--- src/rtl/result_stream.sv ---
// Streams each accepted forward-pass result off-chip as a 4-byte frame.
// Ports:
//   clk_i, rst_i (async, active-low)
//   en_i, fpass_over_i, final_i: capture side
//   ack_i: async reader ack
//   data_o, valid_o, byte_idx_o: byte bus
//   busy_o, epoch_o, overrun_o: status
module result_stream #(
    parameter int DATA_W  = 23,
    parameter int EPOCH_W = 8
) (
    input  logic               clk_i,
    input  logic               rst_i,
    input  logic               en_i,
    input  logic               fpass_over_i,
    input  logic [DATA_W-1:0]  final_i,
    input  logic               ack_i,
    output logic [7:0]         data_o,
    output logic               valid_o,
    output logic [1:0]         byte_idx_o,
    output logic               busy_o,
    output logic [EPOCH_W-1:0] epoch_o,
    output logic               overrun_o
);

    typedef enum logic [1:0] {
        IDLE,
        SEND,
        RELEASE
    } state_t;

    state_t            state;
    logic              ack_m;
    logic              ack_s;
    logic [DATA_W-1:0] frame_q;
    logic [DATA_W-1:0] pend_q;
    logic              pend_v;

    logic cap;
    logic last;
    logic drop;

    function automatic logic [7:0] frame_byte(
        input logic [DATA_W-1:0] f,
        input logic [1:0]        i
    );
        logic [22:0] w;
        logic [7:0]  b0;
        logic [7:0]  b1;
        logic [7:0]  b2;
        w  = f;
        b0 = w[7:0];
        b1 = w[15:8];
        b2 = {1'b0, w[22:16]};
        case (i)
            2'd0:    frame_byte = b0;
            2'd1:    frame_byte = b1;
            2'd2:    frame_byte = b2;
            default: frame_byte = b0 ^ b1 ^ b2;
        endcase
    endfunction

    always_ff @(posedge clk_i or negedge rst_i) begin
        if (!rst_i) begin
            ack_m <= 1'b0;
            ack_s <= 1'b0;
        end else begin
            ack_m <= ack_i;
            ack_s <= ack_m;
        end
    end

    assign cap  = fpass_over_i & en_i;
    // Final release edge of a frame: the FSM leaves RELEASE after byte 3.
    assign last = (state == RELEASE) && !ack_s && (byte_idx_o == 2'd3);
    // A full pending slot is only safe when it is being drained this edge.
    assign drop = cap && (state != IDLE) && pend_v && !last;

    always_ff @(posedge clk_i or negedge rst_i) begin
        if (!rst_i) begin
            state      <= IDLE;
            frame_q    <= '0;
            pend_q     <= '0;
            pend_v     <= 1'b0;
            data_o     <= 8'd0;
            valid_o    <= 1'b0;
            byte_idx_o <= 2'd0;
            busy_o     <= 1'b0;
            epoch_o    <= '0;
            overrun_o  <= 1'b0;
        end else begin
            if (cap && !drop)
                epoch_o <= epoch_o + 1'b1;
            if (drop)
                overrun_o <= 1'b1;
            // Busy, slot free, not at the frame boundary: park in pending.
            if (cap && (state != IDLE) && !pend_v && !last) begin
                pend_q <= final_i;
                pend_v <= 1'b1;
            end

            case (state)
                IDLE: begin
                    if (cap) begin
                        frame_q    <= final_i;
                        byte_idx_o <= 2'd0;
                        data_o     <= frame_byte(final_i, 2'd0);
                        valid_o    <= 1'b1;
                        busy_o     <= 1'b1;
                        state      <= SEND;
                    end
                end
                SEND: begin
                    if (ack_s) begin
                        valid_o <= 1'b0;
                        data_o  <= 8'd0;
                        state   <= RELEASE;
                    end
                end
                RELEASE: begin
                    if (!ack_s) begin
                        if (byte_idx_o != 2'd3) begin
                            byte_idx_o <= byte_idx_o + 2'd1;
                            data_o     <= frame_byte(frame_q, byte_idx_o + 2'd1);
                            valid_o    <= 1'b1;
                            state      <= SEND;
                        end else if (pend_v) begin
                            frame_q    <= pend_q;
                            byte_idx_o <= 2'd0;
                            data_o     <= frame_byte(pend_q, 2'd0);
                            valid_o    <= 1'b1;
                            state      <= SEND;
                            if (cap)
                                pend_q <= final_i;
                            else
                                pend_v <= 1'b0;
                        end else if (cap) begin
                            // Back-to-back frame without an IDLE cycle.
                            frame_q    <= final_i;
                            byte_idx_o <= 2'd0;
                            data_o     <= frame_byte(final_i, 2'd0);
                            valid_o    <= 1'b1;
                            state      <= SEND;
                        end else begin
                            byte_idx_o <= 2'd0;
                            busy_o     <= 1'b0;
                            state      <= IDLE;
                        end
                    end
                end
                default: state <= IDLE;
            endcase
        end
    end

endmodule
--- config.mk ---
export PLATFORM = sky130hd
export DESIGN_NAME = result_stream
export DESIGN_NICKNAME = d
export VERILOG_FILES = /design/src/rtl/result_stream.sv
export SDC_FILE = /design/constraint.sdc
export NUM_CORES = 1
export LEC_CHECK = 0
export ABC_AREA = 1
export ABC_CLOCK_PERIOD_IN_PS = 1700
export CAP_MARGIN = 20
export CORE_UTILIZATION = 53
export CTS_BUF_LIST = sky130_fd_sc_hd__clkbuf_8
export DETAILED_ROUTE_END_ITERATION = 10
export PLACE_DENSITY = 0.82
export SKIP_LAST_GASP = 1
export SYNTH_ARGS = -nofsm -noshare
export SYNTH_HDL_FRONTEND = slang
export SYNTH_SLANG_ARGS = --single-unit
--- constraint.sdc ---
create_clock -name clk_i -period 1.7 [get_ports clk_i]
set_clock_uncertainty 0.15 [all_clocks]
set_input_delay 0.255 -clock clk_i [delete_from_list [all_inputs] [get_ports clk_i]]
set_output_delay 0.255 -clock clk_i [all_outputs]
set_load 0.02 [all_outputs]
# After elaboration in Yosys (flattened, before gate mapping)
# Index checks and enable logic that the tools add are counted.
dict set report totals {
  out_inout_bits 21
  ff_bits 72
  elab_cells 98
}
dict set report classes {
  eq_ne 12
  add_sub_neg 2
  n_mux 47
  bitwise 3
  reduce_logical 22
}
# cell count
set ops {}
lappend ops {{$mux W23} 10}
lappend ops {{$pmux W8 S3} 2}
lappend ops {{$pmux W23 S2} 1}
lappend ops {{$mux W8} 5}
lappend ops {{$mux W1} 19}
lappend ops {{$ne A2 B2 Y1 const B} 7}
lappend ops {{$mux W2} 6}
lappend ops {{$reduce_and A3 Y1} 4}
lappend ops {{$add A8 B1 Y8 const B} 1}
lappend ops {{$logic_and A1 B1 Y1} 8}
lappend ops {{$xor A8 B7 Y8} 1}
lappend ops {{$xor A8 B8 Y8} 1}
lappend ops {{$eq A2 B2 Y1 const B} 3}
lappend ops {{$pmux W2 S3} 1}
lappend ops {{$reduce_and A6 Y1} 1}
lappend ops {{$eq A2 B1 Y1 const B} 2}
lappend ops {{$logic_not A1 Y1} 4}
lappend ops {{$logic_not A2 Y1} 2}
lappend ops {{$pmux W2 S2} 1}
lappend ops {{$reduce_bool A2 Y1} 2}
lappend ops {{$pmux W1 S3} 1}
lappend ops {{$reduce_bool A3 Y1} 1}
lappend ops {{$add A2 B1 Y2 const B} 1}
lappend ops {{$pmux W1 S2} 1}
lappend ops {{$and A1 B1 Y1} 1}

# Longest topological paths before layout
dict set report depth {
  ltp_word 11
  mapped_depth 12
}

# Least setup slack after synthesis
# OpenSTA, ideal clock, no wires.
dict set report synth_path {
  kind {register to register}
  from {register byte_idx_o[0]}
  to {register pend_q[13]}
  arrival_time_ns 1.517
  slack_ns -0.083
  setup_ns 0.116
  path_buffers 2
  synth_period_minus_slack_ns 1.783
  path_stages_with_launch 12
  cell_sequence {dfrtp_1 -> ha_1 -> buf_4 -> nand2_4 -> nor2_4 -> inv_1 -> nand3_2 -> nand2_4 -> inv_4 -> buf_6 -> nand2_1 -> nand2_1}
}
dict set report synth_between {
  elab_chain_cells 10
  word_cells_on_any_way 11
  classes_between {2 x eq/ne; 6 x mux; 3 x reduce/logical}
}
# element line
set synth_rtl {}
lappend synth_rtl {{start, declared} 20} ;# output logic [1:0] byte_idx_o,
lappend synth_rtl {{start signal, assigned} 123} ;# byte_idx_o <= byte_idx_o + 2'd1;
lappend synth_rtl {{$eq A2 B2 Y1} 75} ;# assign last = (state == RELEASE) && !ack_s && (byte_idx_o == 2'd3);
lappend synth_rtl {{$logic_and A1 B1 Y1} 75}
lappend synth_rtl {{$logic_not A1 Y1} 97} ;# if (cap && (state != IDLE) && !pend_v && !last) begin
lappend synth_rtl {{$logic_and A1 B1 Y1} 97}
lappend synth_rtl {{$mux W23} 97}
lappend synth_rtl {{$mux W23} 133} ;# if (cap)
lappend synth_rtl {{$mux W23} 127} ;# end else if (pend_v) begin
lappend synth_rtl {{$mux W23} 122} ;# if (byte_idx_o != 2'd3) begin
lappend synth_rtl {{$mux W23} 121} ;# if (!ack_s) begin
lappend synth_rtl {{$mux W23 *} 102} ;# case (state)
lappend synth_rtl {{end signal, assigned} 98} ;# pend_q <= final_i;
lappend synth_rtl {{end signal, assigned} 134} ;# pend_q <= final_i;
lappend synth_rtl {{end, declared} 36} ;# logic [DATA_W-1:0] pend_q;
# Mark *: on every way between the ends. The rest lies on a longest branch, timed or not.
# A chain may end at the register's enable or synchronous reset.

# Final worst setup path
dict set report layout_path {
  from {register state[0]}
  to {register pend_q[11]}
}
dict set report layout_between {
  elab_chain_cells 11
  word_cells_on_any_way 14
  classes_between {1 x eq/ne; 6 x mux; 7 x reduce/logical}
}
# element line
set layout_rtl {}
lappend layout_rtl {{start, declared} 32} ;# state_t state;
lappend layout_rtl {{start signal, assigned} 81} ;# state <= IDLE;
lappend layout_rtl {{start signal, assigned} 110} ;# state <= SEND;
lappend layout_rtl {{start signal, assigned} 117} ;# state <= RELEASE;
lappend layout_rtl {{$eq A2 B2 Y1} {75, 102}}
lappend layout_rtl {{$logic_and A1 B1 Y1 (2 in a row)} 75}
lappend layout_rtl {{$logic_not A1 Y1} 97}
lappend layout_rtl {{$logic_and A1 B1 Y1} 97}
lappend layout_rtl {{$mux W23} 97}
lappend layout_rtl {{$mux W23} 133}
lappend layout_rtl {{$mux W23} 127}
lappend layout_rtl {{$mux W23} 122}
lappend layout_rtl {{$mux W23} 121}
lappend layout_rtl {{$mux W23 *} 102}
# Marked as above.

==> flow_summary.yaml <==
drt:
  wire_per_inst_um: 16.8
  drt_iter0_markers: 382
  drc: 0
  dr.pass1.iters: 5
  vias: 4372
  drtAntennaViolNets: 0
  totalWireLength_um: 13100
  viasPerCell: 5.64
place:
  portBuffers: 48
  post-place-ws_ps: -191
  gp_congestion: 0.864
  hpwl_um: 8070
critical_path:
  r2r_start: "state[0]$_DFFE_PN0P_"
  crit_path_start_kind: "register"
  crit_arrival_ps: 1900
  path_cells: "inv_2, ha_4, buf_6, nand2_8, nor2_4, inv_2, nand3_4, nand2_8, clkbuf_16, nand2_1, nand2_1"
  rr_worst_depth: 11
  slowest_delay_ps: 400
  cpMaxStageDelayCell: "dfrtp_1"
  required_ps: 1790
  path_class: "reg -> reg"
  cp-end-kind: "register"
  cp_max_fo: 7
  r2r_setup_slack_ps: -110
  rr_endpoint: "pend_q[11]$_DFF_PN0_"
synthesis:
  seq_area_frac_synth_pct: 41.8
  synth_common_cells: "211 x nand2_1, 72 x dfrtp_1, 70 x inv_1"
  ys_warn_count: 0
  synth_edf_count: 0
  ys_top_cells_by_area: "dfrtp_1 42%, nand2_1 18%, a21oi_1 7.3%"
  synth_top_cell_by_area: "dfrtp_1"
  syn_avg_cell_area_um2: 7.54
  synthCells: 571
  yosysMostFrequentCell: "nand2_1"
  ys_async_sr_fraction_pct: 100
  netlist-cell-type-count: 29
  synth_top_area_share_pct: 41.8
  synth_nets: 609
  syn_area_um2: 4310
  ys_ff_latch: 72
  synth_flop_cell: "dfrtp_1"
cts:
  clkTransAtPathRegs_ps: 80
  root_buffer: "clkbuf_8"
  cts_tree: "done"
  cts_buffers: 9
  h-tree-depth: 3
  clk_latency_ps: 360
  clockBufferDepth: 2
  cts_sinks: 72
floorplanning:
  die_x_um: 92.1
  ioPinCount: 49
  design.core.area_um2: 7810
  die_h_um: 92.1
  die_area_um2: 8490
  initial_utilization_pct: 55.2
  num_rows: 32
timing:
  fmax_mhz: 552
  fin_ws_ps: -111
  hold_viol: 0
  rsz0062_at_grt: "true"
  min_period_ps: 1810
  slew_headroom_pct: 72.7
  setup_violations: 54
  final_max_slew_viol_count: 0
  holdWs_ps: 182
  fin_crit_sh_pct: 107
  worstMarginPinSlew_ps: 410
  tns_ps: -2100
layout:
  final_util_pct: 75.5
  drive_gt1_share_pct: 25.4
  nets: 706
  syn_to_final_growth_pct: 36.9
  num_antenna_cells: 0
global_route:
  grt_max_degree: 73
  grt_antenna_before_repair: 0
  grtUsageTotal_pct: 30.4
  grt_first_pass_wirelength_um: 20000
  grt_remaining_overflow: 0
  use_met1_pct: 36.5
  use_met2_pct: 51.0
  gr-usage-met3_pct: 4.73
  grt.busiest_layer: "met2"
  grt_pass1_vias: 4280
outcome:
  failed_checks: "negative setup slack"
  status: "complete, but fails checks"
pwr:
  pwr_density_cell_nw_per_um2: 2030
  ir_worst_vdd_mv: 1.19
  power_leakage_nw: 2.96
  finalPower_mw: 12.0
hold_path:
  hold_depth: 1
  min_path_type: "in -> reg"
  hp-start: "ack_i"
  min_to: "ack_m$_DFF_PN0_"
flow_run:
  drv_cap: 0
==> critical path, delay by kind of cell (launching register included) <==
| family | cells | cell delay [ps] |
|---|---|---|
| adders and majority gates | 1 | 160 |
| buffers and inverters | 4 | 480 |
| DFF | 1 | 400 |
| and+or+nand+nor | 6 | 500 |
==> final cells by class <==
cell class	count	area (um^2)
Fill cell	552	1910
Tap cell	102	128
Inverter	77	310
Clock buffer	9	124
Timing Repair Buffer	110	1080
Clock inverter	7	120
Sequential cell	72	1800
Multi-Input combinational cell	398	2330
==> report_power, final <==
part | switching, mW | internal, mW | total [mW] | leakage (nW)
logic | 4.06 | 3.01 | 7.07 | 1.98
registers | 0.689 | 2.52 | 3.21 | 0.862
clock network | 0.708 | 0.976 | 1.68 | 0.119
total | 5.46 | 6.50 | 12.0 | 2.96
==> how the worst max path moves through the flow <==
| stage | from | endpoint | slack, ps | cells past startpoint |
|---|---|---|---|---|
| floorplan | byte_idx_o[0]$_DFFE_PN0P_ | pend_q[13]$_DFF_PN0_ | -2 | 11 |
| global placement | fpass_over_i | epoch_o[2]$_DFFE_PN0P_ | -120 | 8 |
| detailed placement | fpass_over_i | frame_q[16]$_DFFE_PN0P_ | -190 | 6 |
| CTS | state[0]$_DFFE_PN0P_ | pend_q[0]$_DFF_PN0_ | -40 | 11 |
| global route | state[0]$_DFFE_PN0P_ | pend_q[11]$_DFF_PN0_ | -170 | 11 |
| finish | state[0]$_DFFE_PN0P_ | pend_q[11]$_DFF_PN0_ | -110 | 11 |
==> stage by stage <==
step                std cells  cell area, um^2
floorplan                 571             4350
global placement          745             5210
detailed placement        745             5210
CTS                       768             5640
global route              775             5890
finish                    775             5890
==> what timing repair did <==
| item | in CTS | in global routing |
|---|---|---|
| hold endpoints to repair | 72 | 0 |
| hold buffers | 1 | 0 |
| gates resized for setup | 55 | 44 |
| gates cloned | 1 | 1 |
| endpoints found under the setup margin | 85 | 67 |
| pin swaps | 4 | 8 |
| buffers inserted | 5 | 6 |
==> cells in the final DEF (no fill, tap or decap), drive strengths merged <==
cell and count:
a21oi 63, a22oi 23, buf 60, bufinv 3
clkbuf 11, clkdlybuf4s50 26, clkinv 3, clkinvlp 2
dfrtp 72, dlygate4sd2 21, dlygate4sd3 1, ha 10
inv 76, nand2 217, nand3 29, nand3b 2
nand4 2, nor2 9, nor3 3, o211ai 1
o21ai 33, xor2 6
==> per-layer routing <==
metal | share of wire [%] | up-vias
li1 | - | 2010
met1 | 39 | 2111
met2 | 51 | 193
met3 | 5.7 | 58
met4 | 4.8 | 0
met5 | 0 | -
==> state kept, by name, indices dropped and copies added, names as in the netlist <==
signal / cells
busy_o: 1
overrun_o: 1
state: 2
byte_idx_o: 2
epoch_o: 8
ack_m: 1
pend_q: 23
pend_v: 1
valid_o: 1
ack_s: 1
frame_q: 23
data_o: 8
==> cell families after synthesis <==
| logic type | count (synthesis) | share of synthesized area [%] |
|---|---|---|
| xor gates and xnor gates | 6 | 1.22 |
| adders and majority gates | 10 | 2.91 |
| AOI/OAI and AO/OA | 120 | 17.8 |
| and+or+nand+nor | 262 | 25.6 |
| DFF | 72 | 41.8 |
| buffers and inverters | 101 | 10.6 |
Note: power is estimated with default switching activity, not from simulation.
